`src/rtl/operand_issue.sv`:
```
// ---------------------------------------------------------------------------
// operand_issue
//   Operand read / issue stage for a single-issue RV32I integer pipe.
//   Decodes R-type and I-type ALU instructions, reads the 32x32 register file
//   (with write-back bypass), and presents a registered operand bundle to the
//   ALU behind a valid/ready handshake with one cycle of latency.
//
// Ports
//   clk        in   1   clock, rising edge
//   rst        in   1   synchronous active-high reset
//   in_valid   in   1   upstream instruction valid
//   in_ready   out  1   stage can accept an instruction this cycle
//   in_instr   in  32   RV32I instruction word
//   wb_en      in   1   register write-back enable
//   wb_rd      in   5   write-back register index
//   wb_data    in  32   write-back value
//   out_valid  out  1   operand bundle valid
//   out_ready  in   1   ALU consumes the bundle
//   dataA      out 32   operand A
//   dataB      out 32   operand B
//   op         out  3   ALU operation (funct3)
//   func7      out  1   ALU modifier (SUB / SRA)
//   en         out  1   ALU enable (valid, legal bundle)
//   rd         out  5   destination register
//   illegal    out  1   bundle is not an ALU instruction
// ---------------------------------------------------------------------------
module operand_issue (
    input  logic        clk,
    input  logic        rst,
    input  logic        in_valid,
    output logic        in_ready,
    input  logic [31:0] in_instr,
    input  logic        wb_en,
    input  logic [4:0]  wb_rd,
    input  logic [31:0] wb_data,
    output logic        out_valid,
    input  logic        out_ready,
    output logic [31:0] dataA,
    output logic [31:0] dataB,
    output logic [2:0]  op,
    output logic        func7,
    output logic        en,
    output logic [4:0]  rd,
    output logic        illegal
);

    localparam logic [6:0] OPC_R = 7'b0110011;
    localparam logic [6:0] OPC_I = 7'b0010011;

    // -----------------------------------------------------------------------
    // Register file. x0 is never written, and its read is forced to zero too.
    // -----------------------------------------------------------------------
    logic [31:0] rf_q [32];

    always_ff @(posedge clk) begin
        if (rst) begin
            for (int i = 0; i < 32; i++) begin
                rf_q[i] <= 32'd0;
            end
        end else if (wb_en && (wb_rd != 5'd0)) begin
            rf_q[wb_rd] <= wb_data;
        end
    end

    // -----------------------------------------------------------------------
    // Instruction fields
    // -----------------------------------------------------------------------
    logic [6:0]  opcode;
    logic [4:0]  rs1, rs2, rd_f;
    logic [2:0]  funct3;
    logic [31:0] imm_i;

    assign opcode = in_instr[6:0];
    assign rd_f   = in_instr[11:7];
    assign funct3 = in_instr[14:12];
    assign rs1    = in_instr[19:15];
    assign rs2    = in_instr[24:20];
    assign imm_i  = {{20{in_instr[31]}}, in_instr[31:20]};

    // Operand read with bypass: a write-back landing on the same edge the
    // instruction is captured must be seen, since the array only updates at
    // that edge.
    function automatic logic [31:0] rd_port(input logic [4:0] idx,
                                            input logic       byp_en,
                                            input logic [4:0] byp_rd,
                                            input logic [31:0] byp_data,
                                            input logic [31:0] arr_val);
        if (idx == 5'd0)
            return 32'd0;
        else if (byp_en && (byp_rd == idx))
            return byp_data;
        else
            return arr_val;
    endfunction

    logic [31:0] rs1_val, rs2_val;

    assign rs1_val = rd_port(rs1, wb_en, wb_rd, wb_data, rf_q[rs1]);
    assign rs2_val = rd_port(rs2, wb_en, wb_rd, wb_data, rf_q[rs2]);

    // -----------------------------------------------------------------------
    // Decode into next-bundle values
    // -----------------------------------------------------------------------
    logic [31:0] dataA_d, dataB_d;
    logic [2:0]  op_d;
    logic        func7_d;
    logic        illegal_d;

    always_comb begin
        dataA_d   = 32'd0;
        dataB_d   = 32'd0;
        op_d      = 3'd0;
        func7_d   = 1'b0;
        illegal_d = 1'b1;
        case (opcode)
            OPC_R: begin
                dataA_d   = rs1_val;
                dataB_d   = rs2_val;
                op_d      = funct3;
                func7_d   = in_instr[30];
                illegal_d = 1'b0;
            end
            OPC_I: begin
                dataA_d   = rs1_val;
                dataB_d   = imm_i;
                op_d      = funct3;
                // Only SRAI/SRLI carry a modifier; for other I-types bit 30
                // is just immediate bits.
                func7_d   = (funct3 == 3'b101) ? in_instr[30] : 1'b0;
                illegal_d = 1'b0;
            end
            default: ;
        endcase
    end

    // -----------------------------------------------------------------------
    // Handshake and output bundle
    // -----------------------------------------------------------------------
    logic        out_valid_q;
    logic [31:0] dataA_q, dataB_q;
    logic [2:0]  op_q;
    logic        func7_q;
    logic [4:0]  rd_q;
    logic        illegal_q;
    logic        accept;

    // Reset forces ready high; the accept term masks it so nothing loads.
    assign in_ready = rst || !out_valid_q || out_ready;
    assign accept   = in_valid && in_ready && !rst;

    always_ff @(posedge clk) begin
        if (rst) begin
            out_valid_q <= 1'b0;
            dataA_q     <= 32'd0;
            dataB_q     <= 32'd0;
            op_q        <= 3'd0;
            func7_q     <= 1'b0;
            rd_q        <= 5'd0;
            illegal_q   <= 1'b0;
        end else if (accept) begin
            out_valid_q <= 1'b1;
            dataA_q     <= dataA_d;
            dataB_q     <= dataB_d;
            op_q        <= op_d;
            func7_q     <= func7_d;
            rd_q        <= rd_f;
            illegal_q   <= illegal_d;
        end else if (out_ready) begin
            // Consumed with nothing to replace it; bundle fields hold.
            out_valid_q <= 1'b0;
        end
    end

    assign out_valid = out_valid_q;
    assign dataA     = dataA_q;
    assign dataB     = dataB_q;
    assign op        = op_q;
    assign func7     = func7_q;
    assign rd        = rd_q;
    assign illegal   = illegal_q;
    assign en        = out_valid_q && !illegal_q;

endmodule
```
`config.mk`:
```
export PLATFORM = sky130hd
export DESIGN_NAME = operand_issue
export DESIGN_NICKNAME = d
export VERILOG_FILES = /design/src/rtl/operand_issue.sv
export SDC_FILE = /design/constraint.sdc
export NUM_CORES = 2
export LEC_CHECK = 0
export CAP_MARGIN = 20
export CORE_MARGIN = 5
export CORE_UTILIZATION = 55
export CTS_CLUSTER_SIZE = 24
export DETAILED_ROUTE_END_ITERATION = 8
export HOLD_SLACK_MARGIN = 0.03
export PLACE_DENSITY = 0.71
export SETUP_SLACK_MARGIN = 0.2
export SYNTH_ARGS = -nofsm -noshare
export SYNTH_HDL_FRONTEND = slang
export SYNTH_SLANG_ARGS = --single-unit
export TNS_END_PERCENT = 50
```
`constraint.sdc`:
```
create_clock -name clk -period 6.9 [get_ports clk]
set_input_delay 1.38 -clock clk [delete_from_list [all_inputs] [get_ports clk]]
set_output_delay 1.38 -clock clk [all_outputs]
set_load 0.01 [all_outputs]
```
==> results.cfg <==
[clocking]
root_buffer = clkbuf_16
numCtsBuffers = 117
clkTransAtPathRegs_ns = 0.06
clk_path_buf_depth = 3
hold_buffers = 0
cts.sinks = 1099
clock_latency_ns = 0.71
postCtsSetupBuffers = 0
post_cts_resized = 0
htreeDepth = 3
cts_tree = built

[die]
rows = 118
die_y_um = 333
die_area_sq_um = 111000
pin_count = 151
initial_core_util = 0.553
core-area_sq_um = 103000
die_width_um = 333

[global_route]
grt_pass1_vias = 37606
grt_pass1_wl_um = 283000
grt.total_usage = 0.357
grt.overflow.total = 0
grt_max_degree = 104
antenna_found_initial = 20

[power]
peakVddDrop_mv = 0.236
power.leakage_nw = 22.2
p_int_mw = 12.0
p_comb_frac = 0.111
powerDensity_nw_per_um2 = 251
netSwitchingFraction = 0.251
seqPwrFrac = 0.487
clockPowerShare = 0.402
power.net_switching_mw = 4.03

[drt]
wl_per_cell_um = 36.8
firstDrtPassIters = 8
drtIter0Drc = 6717
vias_per_cell = 7.08
detail-route-antenna-nets = 0
wirelength_um = 202000
num_vias = 38779
drc = 0

[logic_synthesis]
syn_area_per_cell_sq_um = 14.4
ys_types = 58
synth-edff-count = 1024
synth_top_area_share = 0.537
ys_ff_latch = 1099
synth_flop_cell = edfxtp_1
async_reset_ff_frac = 0
ys_top_cells_by_area = edfxtp_1, mux4_2, and2_1
yosysWarnings = 0
syn_area_sq_um = 57300
yosysSeqAreaShare = 0.563
synthCells = 3985
yosysMostFrequentCell = edfxtp_1
yosysTopAreaCell = edfxtp_1
ys_top_cells_by_count = edfxtp_1, and2_1, mux4_2

[worst_setup_path]
critPathRequiredTime_ns = 7.22
path_max_fanout = 33
crit_slowest_cell = nor2_4
critPathKind = input pin to flop
arrival_ns = 4.87
max_stage_delay_ns = 0.93
crit_chain = clkdlybuf4s50_1 > nor2b_1 > nand3b_1 > nor2_4 > or2_2
crit_family = simple AND/OR/NAND/NOR gates
end_kind = flop
crit_buf_inv = 1
startpoint_type = input pin

[finish]
drive_gt1_frac = 0.200
syn_to_final_growth_pct = 11.6
stdcell_area_sq_um = 63900
regArea_sq_um = 32300
fillers = 7633
multi_input_area_sq_um = 23400
utilization = 0.617
fin_nets = 4062

[sta]
finalSetupViolCount = 0
min_period_ns = 4.56
rsz0062_at_grt = no
whs_ns = 0.455
tightestPinTransition_ns = 1.18
finalCritPeriodShare = 0.660
fin_tns_setup_ns = 0
slew_headroom = 0.192
hold_viol_final = 0
drv_slew = 0
skew_ns = 0.0248
clock.fmax_ghz = 0.220

[placed_design]
dpl.hpwl_um = 126000
placed_area_sq_um = 59900
routabilityCongestion = 0.929
port-buffer-count = 150

[flow_run]
drv_cap = 0

[run_status]
outcome = completed

[min_path]
hold_path_class = flop to flop
## stage by stage
step / instances / total power, mW / setup slack, ns
global route: 5471 / 16.4 / 2.31
detailed placement: 5247 / 9.66 / 1.73
CTS: 5469 / 16.0 / 2.46
global placement: 5239 / 9.62 / 1.78
finish: 5481 / 16.1 / 2.34
floorplan: 4016 / 8.93 / 3.68
## cells in the final DEF, fill, tap and decap left out, types with 24 or more instances in the layout
| master | instances |
|---|---|
| or2_2 | 35 |
| buf_4 | 115 |
| o22a_1 | 32 |
| edfxtp_1 | 1024 |
| a22oi_1 | 66 |
| nor2_4 | 33 |
| nand2_1 | 70 |
| dfxtp_1 | 75 |
| o221ai_1 | 41 |
| a211oi_1 | 24 |
| a221o_1 | 32 |
| mux2i_1 | 260 |
| mux4_2 | 385 |
| clkbuf_16 | 119 |
| and2_1 | 993 |
| nor4_1 | 34 |
| clkinv_2 | 34 |
| a21oi_1 | 39 |
| o22ai_1 | 72 |
| nand3_1 | 32 |
| clkdlybuf4s50_1 | 131 |
| o21ai_0 | 24 |
| conb_1 | 32 |
| nor2b_1 | 27 |
## worst min-delay path: cells and delay by family, from the launching register on
family	cells	cell delay, ns
AOI/OAI and AO/OA	1	0.05
DFF	1	0.31
and+or+nand+nor	1	0.05
## cell type report
cell class,count,area share
Inverter,5,0.000294
Timing Repair Buffer,281,0.0406
Antenna cell,10,0.000392
Sequential cell,1099,0.505
Clock inverter,62,0.00936
Clock buffer,160,0.0518
Tap cell,1380,0.0270
Multi-Input combinational cell,2484,0.366
## registers in the layout, summed over array words and instances (netlist names)
signal     count
rd             5
func7          1
op             3
dataB         32
dataA         32
illegal        1
out_valid      1
rf_q        1024
## path summary, 6_finish.rpt
path                                     to       from  cells after the start  slack, ns
worst max register to register    dataA[27]  out_valid                      8       3.77
worst min register to register        op[1]      op[1]                      2       0.45
worst min-delay path                  op[1]      op[1]                      2       0.45
worst max-delay path            rf_q[30][6]      wb_en                      5       2.34
## cells by family (layout without fill, tap and decap cells)
group                  count (synthesis)  count (layout)  share of synthesized area
AND/OR/NAND/NOR                     1331            1331                      0.140
flip-flops                          1099            1099                      0.563
multiplexers                         651             651                      0.198
AO/OA/AOI/OAI                        460             460                     0.0613
buffers and inverters                433             508                     0.0357
XOR/XNOR                              10              10                    0.00153
other                                  1              42                  0.0000655
## power by group through the flow
stage	Combinational, mW	Clock (mW)	Sequential, mW
3_3_place_gp	1.69	0	7.93
6_report	1.78	6.46	7.83
3_5_place_dp	1.71	0	7.95
5_1_grt	1.81	6.71	7.85
2_1_floorplan	1.06	0	7.87
4_1_cts	1.72	6.45	7.81
## layer usage
metal	track usage	wire [um]
met1	0.471	71000
met2	0.524	88400
met3	0.145	31500
met4	0.162	10800
met5	0	79
Power figures use the tool's default switching activity.
